$ cat config.mk
export PLATFORM = sky130hd
export DESIGN_NAME = jt49_interp_flat
export DESIGN_NICKNAME = d
export VERILOG_FILES = /design/src/rtl/jt49_interp_if.sv /design/src/rtl/jt49_interp.sv /design/src/flat_wrapper.sv
export SDC_FILE = /design/constraint.sdc
export NUM_CORES = 1
export LEC_CHECK = 0
export CAP_MARGIN = 20
export CORE_ASPECT_RATIO = 1.5
export CORE_MARGIN = 10
export CORE_UTILIZATION = 30
export DETAILED_ROUTE_END_ITERATION = 6
export PLACE_DENSITY = 0.58
export SYNTH_ARGS = -nofsm -noshare
export SYNTH_HDL_FRONTEND = slang
export SYNTH_SLANG_ARGS = --single-unit
$ cat constraint.sdc
create_clock -name clk -period 5.1 [get_ports clk]
set_clock_uncertainty 0.05 [all_clocks]
set_input_delay 1.02 -clock clk [delete_from_list [all_inputs] [get_ports clk]]
set_output_delay 1.02 -clock clk [all_outputs]
set_load 0.005 [all_outputs]
$ cat src/rtl/jt49_interp_if.sv
// Sample stream bundle for jt49_interp: low-rate input handshake plus the
// interpolated output, its strobe and the sticky underrun flag.
interface jt49_interp_if #(
  parameter int dw = 8
);
  logic signed [dw-1:0] din;
  logic                 din_valid;
  logic                 din_ready;
  logic signed [dw-1:0] dout;
  logic                 dout_valid;
  logic                 underrun;

  modport master (
    output din,
    output din_valid,
    input  din_ready,
    input  dout,
    input  dout_valid,
    input  underrun
  );

  modport slave (
    input  din,
    input  din_valid,
    output din_ready,
    output dout,
    output dout_valid,
    output underrun
  );
endinterface

$ cat src/rtl/jt49_interp.sv
// Two-stage CIC interpolator by R = 2**depth with a one-entry input holding register.
// Build option: JT49_INTERP_UNDERRUN_ZERO_EN selects zero (defined) or repeat-last (undefined) on underrun.
module jt49_interp #(
  parameter int dw    = 8,
  parameter int depth = 3
) (
  input  logic         clk,
  input  logic         rst_n,
  input  logic         cen,
  jt49_interp_if.slave bus
);

  localparam int unsigned W = dw + 2 * depth + 2;

  logic signed [dw-1:0] hold;
  logic                 hold_full;
  logic [depth-1:0]     phase;
  logic signed [W-1:0]  x_d;
  logic signed [W-1:0]  c1_d;
  logic signed [W-1:0]  i1;
  logic signed [W-1:0]  i2;
  logic signed [dw-1:0] dout_q;
  logic                 dout_valid_q;
  logic                 underrun_q;

  logic                 slot;
  logic                 take;
  logic                 accept;
  logic signed [W-1:0]  x;
  logic signed [W-1:0]  c1;
  logic signed [W-1:0]  c2;
  logic signed [W-1:0]  u;

  assign bus.din_ready  = !hold_full;
  assign bus.dout       = dout_q;
  assign bus.dout_valid = dout_valid_q;
  assign bus.underrun   = underrun_q;

  // Slot decode, underrun substitution and comb section at the input rate
  always_comb begin
    slot   = 1'b0;
    take   = 1'b0;
    accept = 1'b0;
    x      = '0;
    c1     = '0;
    c2     = '0;
    u      = '0;

    slot   = cen && (phase == '0);
    take   = slot && hold_full;
    accept = bus.din_valid && !hold_full;

`ifdef JT49_INTERP_UNDERRUN_ZERO_EN
    x = '0;
`else
    x = x_d;
`endif
    if (take) begin
      x = W'(hold);
    end

    c1 = x - x_d;
    c2 = c1 - c1_d;
    u  = slot ? c2 : '0;
  end

  // Input holding register; a consume slot and an accept never coincide
  always_ff @(posedge clk or negedge rst_n) begin
    if (!rst_n) begin
      hold       <= '0;
      hold_full  <= 1'b0;
      underrun_q <= 1'b0;
    end else begin
      if (accept) begin
        hold      <= bus.din;
        hold_full <= 1'b1;
      end else if (take) begin
        hold_full <= 1'b0;
      end
      if (slot && !hold_full) begin
        underrun_q <= 1'b1;
      end
    end
  end

  // Phase counter, comb delays, integrators and scaled output at the cen rate
  always_ff @(posedge clk or negedge rst_n) begin
    if (!rst_n) begin
      phase        <= '0;
      x_d          <= '0;
      c1_d         <= '0;
      i1           <= '0;
      i2           <= '0;
      dout_q       <= '0;
      dout_valid_q <= 1'b0;
    end else begin
      dout_valid_q <= cen;
      if (cen) begin
        phase  <= phase + depth'(1);
        i1     <= i1 + u;
        i2     <= i2 + i1;
        dout_q <= dw'(i2 >>> depth);
        if (slot) begin
          x_d  <= x;
          c1_d <= c1;
        end
      end
    end
  end

endmodule

$ cat src/flat_wrapper.sv
// flat-port wrapper written by rule: the top's interface ports become plain ports
module jt49_interp_flat 
#(
  parameter int dw    = 8,
  parameter int depth = 3
)
  (clk, rst_n, cen, bus_din, bus_din_valid, bus_din_ready, bus_dout, bus_dout_valid, bus_underrun);
  jt49_interp_if #(.dw(dw)) bus_i ();
  input  logic clk;
  input  logic rst_n;
  input  logic cen;
  input wire logic [$bits(bus_i.din)-1:0] bus_din;
  input wire logic [$bits(bus_i.din_valid)-1:0] bus_din_valid;
  output wire logic [$bits(bus_i.din_ready)-1:0] bus_din_ready;
  output wire logic [$bits(bus_i.dout)-1:0] bus_dout;
  output wire logic [$bits(bus_i.dout_valid)-1:0] bus_dout_valid;
  output wire logic [$bits(bus_i.underrun)-1:0] bus_underrun;
  assign bus_i.din = bus_din;
  assign bus_i.din_valid = bus_din_valid;
  assign bus_din_ready = bus_i.din_ready;
  assign bus_dout = bus_i.dout;
  assign bus_dout_valid = bus_i.dout_valid;
  assign bus_underrun = bus_i.underrun;
  jt49_interp #(.dw(dw), .depth(depth)) u_core (.clk(clk), .rst_n(rst_n), .cen(cen), .bus(bus_i));
endmodule
==> flow_metrics.tcl <==
set metrics [dict create \
    synth_cells 450 \
    clkTransAtPathRegs_ns 0.05 \
    setup-violations-final 1 \
    violations "negative setup slack" \
    rows 54 \
    status "finished, violations left" \
    synth-seq-cells 66 \
    pin_count 23 \
    r2r-end "u_core.i1[10]$_DFFE_PN0P_" \
    syn_to_final_growth_pct 34.5 \
    crit_type "in2reg" \
    final_core_utilization_pct 41.1 \
    worst_r2r_path_depth 26 \
    crit_family "compound AO/OA/AOI/OAI gates" \
    cts_hold_buf 0 \
    hp-class "reg2reg" \
    cts_tree "yes" \
    core_area_um2 14500 \
    drtAntennaViolNets 0 \
    vias 3496 \
    dieArea_um2 20100 \
    clock_sinks 66 \
    r2r_slack_ns -0.09 \
    firstDrtPassIters 4 \
    dp_cells 714 \
    cp.arrival_ns 5.43 \
    worstSetupStartpointType "input pin" \
    grt_max_degree 41 \
    n_antenna_cell 0 \
    crit_end "u_core.i1[10]$_DFFE_PN0P_" \
    drcViolationCount 0 \
    grt_setup_unrepaired "yes" \
    ys_warn_count 0 \
    initial_utilization_pct 30.5 \
    synth_largest_area_cell "dfrtp_1" \
    root_buffer "clkbuf_16" \
    slew_viol_final 0 \
    place_ws_ns -0.740 \
    setup.worst_path.start "cen" \
    cts_buffers 9 \
    max_stage_delay_ns 0.54 \
    synth-async-reset-ratio_pct 100 \
    yosysSeqAreaShare_pct 37.2 \
    synth_edf_count 0 \
    die_h_um 169 \
    worstPathRequired_ns 5.26 \
    crit_top_cell "inv_2" \
    finalNonFillerCells 740 \
    hold_viol 0 \
    drt-met1-wl_mm 3.72 \
    insertion_delay_ns 0.32 \
    cp-end-kind "register" \
    finalSetupTns_ns -0.166 \
    nets 600 \
    finalWirelength_mm 9.20 \
    synth_nets 508 \
    antenna_found_initial 0 \
    netlist.area_leader.share_pct 37.2 \
    portBuffers 22 \
    wl_per_cell_um 12.4 \
    highest_layer "met4" \
    grt_use_total_pct 9.56 \
    synth.area.top_cells "dfrtp_1 37%, ha_1 12%, mux2_2 11%" \
    htreeDepth 3 \
    fp.dieW_um 119 \
    grt_pass1_vias 3609 \
    period_needed_ns 5.27 \
    drive_gt1_share_pct 33.8 \
    grt_pass1_wl_mm 16.0 \
    critical_path_cell_count 25 \
    worst_pin_slew_ns 0.773 \
    min_period_over_period_pct 103 \
    cpMaxStageDelayCell "mux4_2" \
    timing.rr.start "u_core.phase[1]$_DFFE_PN0P_" \
    routed_via_density 4.72 \
    grt-ovfl-total 0 \
    syn_area_um2 4430 \
    ys_types 55 \
    wl_met3_um 341 \
    max_freq_mhz 190 \
    drv_cap 0 \
    drt_iter0_drc 93 \
    finalWorstSetupSlack_ns -0.166 \
    dp_hpwl_mm 6.92 \
    place.gp.congestion 0.797 \
    wl_met2_mm 5.01 \
    relSlewSlack_pct 48.5 \
    ys.flop_type "dfrtp_1" \
    path_max_fanout 5 \
    path_buf_inv 5 \
    cts.path.max_buffers 2 \
    syn_area_per_cell_um2 9.85 \
]
-- timing repair --
action	CTS	global route
pin swaps	29	31
buffers inserted	9	4
resized for setup	21	25
setup endpoints to repair	3	3
-- cell type report --
type	count	area [um^2]
inverters	51	191
repair buffers	92	764
fillers	1427	8560
clock buffers	13	260
well taps	196	245
flip-flops and latches	66	1650
multi-input cells	322	2850
-- logic make-up (layout without fill, tap and decap cells) --
logic type                 after synthesis  in the layout  share of synthesized area [%]
and+or+nand+nor                        115            115                           12.9
AOI/OAI and AO/OA                       87             87                           13.5
DFF                                     66             66                           37.2
buffers and inverters                   62            156                           5.25
adders and majority gates               46             46                           13.7
muxes                                   46             46                           12.0
xor gates and xnor gates                28             28                           5.53
-- state kept, by name, indices dropped and copies added, names as in the netlist --
| signal | flops |
|---|---|
| u_core.i2 | 11 |
| u_core.c1_d | 11 |
| u_core.x_d | 11 |
| u_core.hold | 8 |
| u_core.bus.dout | 8 |
| u_core.hold_full | 1 |
| u_core.bus.underrun | 1 |
| u_core.bus.dout_valid | 1 |
| u_core.phase | 3 |
| u_core.i1 | 11 |
-- metal layers --
| layer | up-vias | global-route usage [%] |
|---|---|---|
| met3 | 11 | 2.40 |
| li1 | 1764 | - |
| met2 | 46 | 17.6 |
| met5 | - | 0 |
| met1 | 1675 | 9.91 |
| met4 | 0 | 4.26 |
-- worst register-to-register path, delay by kind of cell (launching register included) --
kind	cells	cell delay, ns
adder cells (fa/ha/maj)	5	1.40
AO/OA/AOI/OAI	7	1.32
multiplexers	2	0.86
AND/OR/NAND/NOR	6	0.59
buffers and inverters	5	0.40
flip-flops	1	0.38
XOR/XNOR	1	0.09
-- through the flow --
stage | hold WS (ns) | area, um^2
4_1_cts | 0.413 | 5790
5_1_grt | 0.438 | 5970
2_1_floorplan | 0.399 | 4530
3_5_place_dp | 0.398 | 5360
3_3_place_gp | 0.393 | 5360
6_report | 0.408 | 5970
-- worst min-delay path by stage --
stage	startpoint	endpoint	slack, ns	depth (start not counted)
CTS	u_core.bus.underrun$_DFFE_PN0P_	u_core.bus.underrun$_DFFE_PN0P_	0.41	1
floorplan	u_core.c1_d[7]$_DFFE_PN0P_	u_core.c1_d[7]$_DFFE_PN0P_	0.40	2
global route	u_core.bus.underrun$_DFFE_PN0P_	u_core.bus.underrun$_DFFE_PN0P_	0.44	1
finish	u_core.bus.underrun$_DFFE_PN0P_	u_core.bus.underrun$_DFFE_PN0P_	0.41	1
global placement	u_core.bus.underrun$_DFFE_PN0P_	u_core.bus.underrun$_DFFE_PN0P_	0.39	1
detailed placement	u_core.bus.underrun$_DFFE_PN0P_	u_core.bus.underrun$_DFFE_PN0P_	0.40	1
-- synth_stat cells (all sizes together), types with 2 or more instances --
| cell | count |
|---|---|
| o211ai | 5 |
| o21ai | 21 |
| a211o | 2 |
| xnor2 | 21 |
| o2111ai | 3 |
| ha | 42 |
| nor2b | 7 |
| dfrtp | 66 |
| a311oi | 2 |
| a21o | 7 |
| o31ai | 2 |
| nand3b | 3 |
| o21a | 3 |
| and3 | 3 |
| or2 | 3 |
| a2111oi | 2 |
| xor2 | 7 |
| mux2 | 44 |
| inv | 51 |
| nor4 | 3 |
| nand4 | 2 |
| and2 | 3 |
| o21bai | 3 |
| a31oi | 5 |
| nand3 | 7 |
| nor3 | 12 |
| fa | 4 |
| a21boi | 3 |
| nand2 | 39 |
| a21oi | 21 |
| nand2b | 2 |
| clkbuf | 11 |
| nand4b | 2 |
| or3 | 5 |
| nor2 | 20 |
-- layout by cell type (no fill, tap or decap), drive strengths merged, types with 3 or more instances in the layout --
cell | Yosys | routed
a21boi | 3 | 3
a21o | 7 | 7
a21oi | 21 | 21
a31oi | 5 | 5
and2 | 3 | 3
and3 | 3 | 3
buf | 0 | 72
clkbuf | 11 | 13
clkdlybuf4s50 | 0 | 20
dfrtp | 66 | 66
fa | 4 | 4
ha | 42 | 42
inv | 51 | 51
mux2 | 44 | 44
nand2 | 39 | 39
nand3 | 7 | 7
nand3b | 3 | 3
nor2 | 20 | 20
nor2b | 7 | 7
nor3 | 12 | 12
nor4 | 3 | 3
o2111ai | 3 | 3
o211ai | 5 | 5
o21a | 3 | 3
o21ai | 21 | 21
o21bai | 3 | 3
or2 | 3 | 3
or3 | 5 | 5
xnor2 | 21 | 21
xor2 | 7 | 7
Power is left out: the tool's default activity adds up to more than one toggle a clock period on the data nets, which glitch-free logic cannot reach.
